<file path="config.mk">
export PLATFORM = sky130hd
export DESIGN_NAME = uart_rx
export DESIGN_NICKNAME = d
export VERILOG_FILES = /design/src/rtl/uart_pkg.sv /design/src/rtl/uart_sync2.sv /design/src/rtl/uart_rx.sv
export SDC_FILE = /design/constraint.sdc
export NUM_CORES = 1
export LEC_CHECK = 0
export CORE_MARGIN = 4
export CORE_UTILIZATION = 54
export CTS_BUF_LIST = sky130_fd_sc_hd__clkbuf_4 sky130_fd_sc_hd__clkbuf_8 sky130_fd_sc_hd__clkbuf_16
export CTS_CLUSTER_SIZE = 30
export DETAILED_ROUTE_END_ITERATION = 16
export PLACE_DENSITY = 0.77
export SYNTH_ARGS = -nofsm -noshare
export SYNTH_HDL_FRONTEND = slang
export SYNTH_SLANG_ARGS = --single-unit
</file>
<file path="constraint.sdc">
create_clock -name clk -period 4.95 [get_ports clk]
set_clock_uncertainty 0.1 [all_clocks]
set_input_delay 0.99 -clock clk [delete_from_list [all_inputs] [get_ports clk]]
set_output_delay 0.99 -clock clk [all_outputs]
set_load 0.02 [all_outputs]
</file>
<file path="src/rtl/uart_pkg.sv">
// Shared types and constants for the UART receiver.
package uart_pkg;

   localparam int unsigned DATA_BITS = 8;

   typedef enum logic [2:0] {
      StIdle,
      StStart,
      StData,
      StParity,
      StStop,
      StBreak
   } uart_state_e;

   function automatic int unsigned uart_div(input int unsigned clk_freq,
                                            input int unsigned baud);
      return clk_freq / baud;
   endfunction

endpackage

</file>
<file path="src/rtl/uart_sync2.sv">
// Two-flop synchronizer for an idle-high asynchronous input; resets to 1.
module uart_sync2 (
   input  logic clk,
   input  logic reset,
   input  logic d,
   output logic q
);

   logic meta;

   always_ff @(posedge clk or posedge reset) begin
      if (reset) begin
         meta <= 1'b1;
         q    <= 1'b1;
      end else begin
         meta <= d;
         q    <= meta;
      end
   end

endmodule

</file>
<file path="src/rtl/uart_rx.sv">
// UART receiver, 8 data bits LSB first, 1 stop bit, single-entry valid/ready buffer.
// Define UART_RX_PARITY_EN to add an even-parity bit between data and stop.
module uart_rx
   import uart_pkg::*;
#(
   parameter int unsigned CLK_FREQ = 50000000,
   parameter int unsigned BAUD     = 115200
) (
   input  logic       clk,
   input  logic       reset,
   input  logic       rx,
   output logic [7:0] rd_data,
   output logic       rd_valid,
   input  logic       rd_ready,
   output logic       frame_err,
   output logic       overrun_err,
   output logic       parity_err,
   output logic       busy
);

   localparam int unsigned DIV  = uart_div(CLK_FREQ, BAUD);
   localparam int unsigned HALF = DIV / 2;
   localparam int unsigned CW   = $clog2(DIV);
   localparam int unsigned BW   = $clog2(DATA_BITS);

   localparam logic [CW-1:0] DIV_M1   = CW'(DIV - 1);
   localparam logic [CW-1:0] HALF_M1  = CW'(HALF - 1);
   localparam logic [BW-1:0] LAST_BIT = BW'(DATA_BITS - 1);

   if (DIV < 4) begin : g_bad_div
      $error("uart_rx: CLK_FREQ/BAUD must be at least 4");
   end

   logic rxs;

   uart_sync2 u_sync (
      .clk   (clk),
      .reset (reset),
      .d     (rx),
      .q     (rxs)
   );

   uart_state_e          state_q, state_d;
   logic [CW-1:0]        cnt_q, cnt_d;
   logic [BW-1:0]        bit_q, bit_d;
   logic [DATA_BITS-1:0] shift_q, shift_d;
   logic                 par_bad_q, par_bad_d;
   logic [7:0]           data_q, data_d;
   logic                 valid_q, valid_d;

   always_ff @(posedge clk or posedge reset) begin
      if (reset) begin
         state_q   <= StIdle;
         cnt_q     <= '0;
         bit_q     <= '0;
         shift_q   <= '0;
         par_bad_q <= 1'b0;
         data_q    <= '0;
         valid_q   <= 1'b0;
      end else begin
         state_q   <= state_d;
         cnt_q     <= cnt_d;
         bit_q     <= bit_d;
         shift_q   <= shift_d;
         par_bad_q <= par_bad_d;
         data_q    <= data_d;
         valid_q   <= valid_d;
      end
   end

   always_comb begin
      state_d     = state_q;
      cnt_d       = cnt_q + 1'b1;
      bit_d       = bit_q;
      shift_d     = shift_q;
      par_bad_d   = par_bad_q;
      data_d      = data_q;
      valid_d     = valid_q;
      frame_err   = 1'b0;
      overrun_err = 1'b0;
      parity_err  = 1'b0;

      // Drain; a good stop sample in the same cycle overrides this below.
      if (valid_q && rd_ready) begin
         valid_d = 1'b0;
      end

      unique case (state_q)
         StIdle: begin
            cnt_d     = '0;
            par_bad_d = 1'b0;
            if (!rxs) begin
               state_d = StStart;
            end
         end
         StStart: begin
            if (cnt_q == HALF_M1) begin
               cnt_d = '0;
               bit_d = '0;
               state_d = rxs ? StIdle : StData;
            end
         end
         StData: begin
            if (cnt_q == DIV_M1) begin
               cnt_d   = '0;
               shift_d = {rxs, shift_q[DATA_BITS-1:1]};
               bit_d   = bit_q + 1'b1;
               if (bit_q == LAST_BIT) begin
`ifdef UART_RX_PARITY_EN
                  state_d = StParity;
`else
                  state_d = StStop;
`endif
               end
            end
         end
`ifdef UART_RX_PARITY_EN
         StParity: begin
            if (cnt_q == DIV_M1) begin
               cnt_d     = '0;
               par_bad_d = (rxs != ^shift_q);
               state_d   = StStop;
            end
         end
`endif
         StStop: begin
            if (cnt_q == DIV_M1) begin
               cnt_d = '0;
`ifdef UART_RX_PARITY_EN
               parity_err = par_bad_q;
`endif
               if (!rxs) begin
                  frame_err = 1'b1;
                  state_d   = StBreak;
               end else begin
                  // Back to idle at mid-stop so a following start edge is not missed.
                  state_d = StIdle;
                  if (!par_bad_q) begin
                     if (!valid_q || rd_ready) begin
                        valid_d = 1'b1;
                        data_d  = shift_q;
                     end else begin
                        overrun_err = 1'b1;
                     end
                  end
               end
            end
         end
         StBreak: begin
            cnt_d = '0;
            if (rxs) begin
               state_d = StIdle;
            end
         end
         default: state_d = StIdle;
      endcase
   end

   assign rd_data  = data_q;
   assign rd_valid = valid_q;
   assign busy     = (state_q != StIdle);

endmodule

</file>
==> results.txt, run 1 <==
----------------------------------------------------
[Clock tree]
  Clock latency at the later pin of the worst-skew pair ... 340 ps
  Clock sinks ... 34
  Setup Fix Bufs, Post-CTS ... 0
  Inserted Clock Buffers ... 5
  CTS tree ... done
  Reg clk slew, reported paths ... 90 ps
  CTS H-tree depth ... 2
  Worst-case clock buffer depth ... 2
  Root buf cell ... sky130_fd_sc_hd__clkbuf_4
  Number of gates resized after cts ... 0
  Hold bufs inserted after CTS ... 0

[Finish]
  Final Net Count ... 159
  Number of diodes ... 0
  Multi-input logic area ... 717 sq um
  Final core utilization ... between 60% and 70%
  Share of final-layout standard cells stronger than drive strength 1 ... 25.3%
  Layout overhead on the synthesized area ... 13.3%
  Filler Cell Count ... between 200 and 250
  Footprint of the flip-flops and latches ... 853 sq um
  Non-filler cells, final ... 181

[Power]
  Largest vdd supply drop ... around 170 uV
  Part of the total power dissipated in combinational logic ... under 10%
  Standby leakage power ... between 0.0008 and 0.0009 uW
  Internal power ... 355 uW
  Share of total power consumed by net switching ... 21.1%
  Power density normalized to cell area ... 244 nW/um^2
  Switch Pwr ... 94.9 uW
  Part of the power in the clock network ... 35.5%
  Part of the total power dissipated in sequential elements ... between 60 and 70%

[Logic synthesis]
  Cell Area, Synth ... 1630 sq um
  EDFF count, synth ... 0
  Mapped Avg Cell Area ... around 12 sq um
  Post-synthesis instance total ... 134
  Flops & latches, synth ... 34
  Syn_nets ... 143
  Yosys warning count ... 0
  Part of the Yosys area used for sequential elements ... 52.4%
  Top FF cell, synth ... sky130_fd_sc_hd__dfrtp_1
  Netlist cell types ... 40
  Proportion of register bits with asynchronous set or reset after synthesis ... 100%

[Critical path]
  Worst setup EP type ... output port
  Crit path largest cell delay ... roughly 610 ps
  Register-to-Register Path Depth ... 6
  Largest fanout on the critical path ... 9
  Req. time, crit path ... 3860 ps
  R2r endpoint ... bit_q[1]
  Delay-heaviest family, CP ... simple AND/OR/NAND/NOR gates
  CP Buf/Inv Count ... 1
  Standard cell with the maximum stage delay on the critical path ... sky130_fd_sc_hd__clkdlybuf4s50_1
  Worst R2R Setup Slack ... 2740 ps
  Critical path launch point type ... flop
  Worst-path cell chain ... or3b_4, nor3_4, nand3_1, nor2_1, clkdlybuf4s50_1
  Kind of critical path ... reg2out
  Startpoint of the lowest-slack register-to-register path ... cnt_q[0]
  Arrival time at the worst endpoint ... between 2000 and 3000 ps

[Routing]
  WL per Instance ... 15.9 um
  Drt first-iter violations ... 50
  DR DRC count ... 0
  Detailed-routing iteration count for the pre-antenna-repair pass ... 4
  Remaining antenna violation count after routing ... 0
  Detailed-route via count ... 1028
  Via/cell ratio ... 5.68
  Wire length after detailed routing ... approximately 2.9 mm

[Floorplan]
  Die outline width ... 62.9 um
  I/O Pins ... 17
  Full die area ... 3960 sq um
  Standard-cell rows ... 19
  Core footprint ... 2830 sq um
  Die Y-Extent ... 62.9 um
  Starting density of the core ... 57.5%

[Placement]
  Post-DP HPWL ... 2.04 mm
  Buffers added on ports ... 15
  Final weighted congestion in routability-driven placement ... about 0.8
  Setup WS pre-CTS ... approximately 1500 ps
  Placed cell count ... approximately 170

[Timing]
  Final WS setup ... approximately 1300 ps
  Setup TNS ... 0 ps
  RSZ-0062 raised after global routing ... false
  Ratio of final minimum period to clock period ... 73.7%
  Final-report max-slew violation count ... 0
  Hold violation count in the final report ... 0
  Worst-margin pin slew ... 607 ps
  Worst slew margin ... about 59%
  Tmin final ... 3650 ps
  Final setup violation count ... 0
  Fmax ... 0.274 GHz

[Global routing]
  Maximum number of pins on one net before global-route repair ... 35
  Vias in the first global route ... 1089
  Wire length of the first global-routing pass ... approximately 5.0 mm
  Initial antenna violation count ... 0
  GRT Util Overall ... 16.3%
  Global-route congestion overflow total ... 0

[Hold path]
  Classification of the worst-slack hold path ... reg2reg
  Min-Delay Path Depth ... 0
  Startpoint of the most critical hold path ... u_sync.meta
  Endpoint of the worst hold-timing path ... u_sync.q

[Flow run]
  Max-capacitance violation count ... 0

[Outcome]
  Result of the run ... completed

----------------------------------------------------
==> area by class of cell <==
type	count	share of cell area, %
sequential	34	46.3
multi-input combinational	88	38.9
timing repair buffer	16	8.55
clock buffer	7	3.19
tap	31	2.10
inverter	5	1.02
==> worst reg2reg max path, delay by kind of cell (launching register included) <==
kind	cells	cell delay (ps)
flip-flops	1	460
adder cells (fa/ha/maj)	1	140
multiplexers	1	320
AO/OA/AOI/OAI	1	160
buffers and inverters	1	90
AND/OR/NAND/NOR	2	850
==> metrics by stage <==
stage	total power, uW	hold WS, ps	instance area (sq um)
floorplan	292	245	1630
global placement	295	247	1790
finish	450	261	1840
global route	467	270	1840
CTS	453	266	1840
detailed placement	296	251	1790
==> power groups by stage <==
stage	clock, uW	combinational (uW)	sequential, uW
finish	160	9.78	280
global route	175	11.1	281
CTS	163	10.2	280
detailed placement	0	10.2	286
global placement	0	9.67	286
floorplan	0	7.14	285
==> registers in the layout, indices dropped and copies added (netlist names) <==
signal,flops
state_q,3
rd_data,8
u_sync.meta,1
rd_valid,1
bit_q,3
shift_q,8
u_sync.q,1
cnt_q,9
==> cell families after synthesis <==
| logic type | count (synthesis) | share of synthesized area [%] |
|---|---|---|
| mux | 19 | 13.1 |
| compound gates | 12 | 5.30 |
| fa+ha+maj | 5 | 3.84 |
| other cells | 1 | 0.230 |
| xor+xnor | 7 | 3.77 |
| simple gates | 44 | 17.8 |
| buf+inv | 12 | 3.54 |
| flops | 34 | 52.4 |
==> cells in the final DEF (no fill, tap or decap), types with 4 or more instances in the layout <==
cell type / Yosys / final
sky130_fd_sc_hd__dfrtp_1: 32 / 32
sky130_fd_sc_hd__inv_1: 5 / 5
sky130_fd_sc_hd__mux2_2: 19 / 19
sky130_fd_sc_hd__clkdlybuf4s50_1: 0 / 15
sky130_fd_sc_hd__nand3_1: 6 / 6
sky130_fd_sc_hd__clkbuf_4: 0 / 6
sky130_fd_sc_hd__nor2_1: 12 / 12
sky130_fd_sc_hd__nand2_1: 4 / 4
sky130_fd_sc_hd__ha_1: 5 / 5
sky130_fd_sc_hd__xor2_1: 6 / 6
==> synthesized netlist by cell type, types with 2 or more instances <==
| cell | number | area share (%) |
|---|---|---|
| sky130_fd_sc_hd__a21oi_1 | 3 | 0.92 |
| sky130_fd_sc_hd__and3_1 | 2 | 0.77 |
| sky130_fd_sc_hd__and4_2 | 2 | 1.2 |
| sky130_fd_sc_hd__clkbuf_1 | 3 | 0.69 |
| sky130_fd_sc_hd__dfrtp_1 | 32 | 49 |
| sky130_fd_sc_hd__dfstp_2 | 2 | 3.2 |
| sky130_fd_sc_hd__ha_1 | 5 | 3.8 |
| sky130_fd_sc_hd__inv_1 | 5 | 1.2 |
| sky130_fd_sc_hd__mux2_2 | 19 | 13 |
| sky130_fd_sc_hd__nand2_1 | 4 | 0.92 |
| sky130_fd_sc_hd__nand2b_1 | 2 | 0.77 |
| sky130_fd_sc_hd__nand3_1 | 6 | 1.8 |
| sky130_fd_sc_hd__nand4_1 | 3 | 1.2 |
| sky130_fd_sc_hd__nor2_1 | 12 | 2.8 |
| sky130_fd_sc_hd__nor4_1 | 3 | 1.2 |
| sky130_fd_sc_hd__o21ai_0 | 2 | 0.61 |
| sky130_fd_sc_hd__xor2_1 | 6 | 3.2 |
==> routing by layer <==
layer / global-route usage, % / routed length, um / vias to the layer above
met5: 0 / 0 / -
met4: 8.26 / 62 / 0
met3: 4.68 / 111 / 8
met2: 27.1 / 1400 / 21
met1: 18.9 / 1300 / 498
li1: - / - / 501
==> how the worst max path moves through the flow <==
stage | from | endpoint | cells after the start
after CTS | cnt_q[3] | overrun_err | 5
after detailed placement | rd_ready | overrun_err | 4
final | cnt_q[3] | overrun_err | 5
after global placement | rd_ready | overrun_err | 4
after floorplan | cnt_q[3] | overrun_err | 5
after global routing | cnt_q[3] | overrun_err | 5
No activity file was read; power rests on OpenSTA's default activity.
==> run 2: changes to the inputs <==
==> constraint.sdc (replaced) <==
create_clock -name clk -period 3.8 [get_ports clk]
set_clock_uncertainty 0.1 [all_clocks]
set_input_delay 0.76 -clock clk [delete_from_list [all_inputs] [get_ports clk]]
set_output_delay 0.76 -clock clk [all_outputs]
set_load 0.02 [all_outputs]
==> run 2 against run 1 <==
Critical path depth unchanged. Non-clock buffer count unchanged. Largest cell class unchanged. Combinational power up 29%. Setup slack lost 910 ps. Global-route usage rose by 0.076 points. Highest routed layer unchanged. First-iteration DRC count up 22%. Total power rose by 42%. Sequential cell count stayed put. Critical path type unchanged. Wire length rose by 0.59%. Cell count up 0.55%. Final area grew 1.3%. Via count grew 2.4%. Critical endpoint unchanged.
==> results.txt, run 2 (same netlist as run 1, synthesis figures left out) <==
----------------------------------------------------
[Critical path]
  Req. time, crit path ... between 2000 and 3000 ps
  Crit path largest cell delay ... around 620 ps
  Largest fanout on the critical path ... 9
  Kind of critical path ... reg2out
  Arrival time at the worst endpoint ... 2550 ps
  Critical path launch point type ... flop
  Worst-path cell chain ... or3b_4, nor3_4, nand3_1, nor2_1, clkdlybuf4s50_1
  Standard cell with the maximum stage delay on the critical path ... sky130_fd_sc_hd__clkdlybuf4s50_1
  Worst setup EP type ... output port

[Finish]
  Number of diodes ... 0
  Layout overhead on the synthesized area ... 14.8%
  Final core utilization ... 66.0%
  Share of final-layout standard cells stronger than drive strength 1 ... between 20% and 30%
  Commonest cells after routing, fill and taps aside ... sky130_fd_sc_hd__dfrtp_1, sky130_fd_sc_hd__mux2_2, sky130_fd_sc_hd__clkdlybuf4s50_1, sky130_fd_sc_hd__nor2_1
  Flip-flop count of the largest register, all copies and words added ... 9
  Leading cell type in the layout, fill and taps excluded ... sky130_fd_sc_hd__dfrtp_1
  Most flops, register ... cnt_q
  Final Net Count ... 159

[Power]
  Standby leakage power ... 0.000871 uW
  Power density normalized to cell area ... 341 nW/um^2
  Largest vdd supply drop ... between 200 and 250 uV

[Timing]
  Tmin final ... approximately 3400 ps
  Final setup violation count ... 0
  Ratio of final minimum period to clock period ... 89.8%
  RSZ-0062 raised after global routing ... false
  Final WS setup ... roughly 390 ps
  Worst slew margin ... 59.6%
  Fmax ... 0.293 GHz
  Hold violation count in the final report ... 0
  Worst-margin pin slew ... 598 ps
  Setup TNS ... 0 ps
  Final-report max-slew violation count ... 0

[Global routing]
  Maximum number of pins on one net before global-route repair ... 21
  Global-route congestion overflow total ... 0
  GRT Util Overall ... 16.4%
  Initial antenna violation count ... 0
  Vias in the first global route ... 1123
  Wire length of the first global-routing pass ... around 5.1 mm

[Routing]
  Drt first-iter violations ... 61
  Detailed-routing iteration count for the pre-antenna-repair pass ... 4
  Detailed-route via count ... 1053
  Remaining antenna violation count after routing ... 0
  Via/cell ratio ... 5.79
  Wire length after detailed routing ... a little under 3 mm
  DR DRC count ... 0
  WL per Instance ... 15.9 um

[Placement]
  Post-DP HPWL ... 2.16 mm
  Final weighted congestion in routability-driven placement ... about 0.80
  Setup WS pre-CTS ... 753 ps
  Buffers added on ports ... 15

[Clock tree]
  CTS H-tree depth ... 2
  Worst-case clock buffer depth ... 2
  CTS tree ... done
  Setup Fix Bufs, Post-CTS ... 0
  Number of gates resized after cts ... 0
  Hold bufs inserted after CTS ... 0
  Inserted Clock Buffers ... 5
  Root buf cell ... sky130_fd_sc_hd__clkbuf_4
  Clock sinks ... 34
  Clock latency at the later pin of the worst-skew pair ... ~320 ps
  Reg clk slew, reported paths ... 100 ps

[Floorplan]
  Standard-cell rows ... 19
  Core footprint ... 2830 sq um
  Full die area ... 3960 sq um
  Die outline width ... 62.9 um
  Starting density of the core ... 57.5%
  I/O Pins ... 17
  Die Y-Extent ... 62.9 um

[Flow run]
  Max-capacitance violation count ... 0

[Hold path]
  Classification of the worst-slack hold path ... reg2reg

[Outcome]
  Result of the run ... completed

----------------------------------------------------
[run 2: where the power goes]
group / switching (uW) / internal [uW]
logic: 8.29 / 4.32
clock network: 113 / 146
registers: 1.82 / 364
[run 2: worst max-delay path: cells and delay by family, from the launching register on]
kind	cells	cell delay, ps
DFF	1	490
buffers and inverters	1	620
and+or+nand+nor	4	1130
[run 2: worst paths after layout]
check | end | start | slack [ps] | cells past startpoint
max | overrun_err | cnt_q[3] | 390 | 5
min | u_sync.q | u_sync.meta | 270 | 0
max reg2reg | bit_q[1] | cnt_q[0] | 1580 | 6
min reg2reg | u_sync.q | u_sync.meta | 270 | 0
max in group asynchronous | rd_valid | reset | 2250 | 3
min in group asynchronous | cnt_q[3] | reset | 680 | 2
[run 2: area by class of cell]
cell class              instances  area [sq um]
clock buffers                   6          45.0
clock inverters                 2          37.5
fillers                       205           961
inverters                       5          18.8
multi-input cells              88           717
flip-flops and latches         34           853
well taps                      31          38.8
repair buffers                 16           158
[run 2: metrics by stage]
step	hold WS [ps]	instances	total power (uW)	area (sq um)
after floorplan	245	134	380	1630
after global placement	246	174	385	1790
after detailed placement	254	174	386	1790
after CTS	266	182	647	1870
after global routing	251	182	668	1870
final	266	182	636	1870
[run 2: per-layer routing]
layer	global-route usage [%]	wire [um]
met5	0	0
met4	5.79	13
met3	4.14	97
met2	27.1	1520
met1	20.6	1250
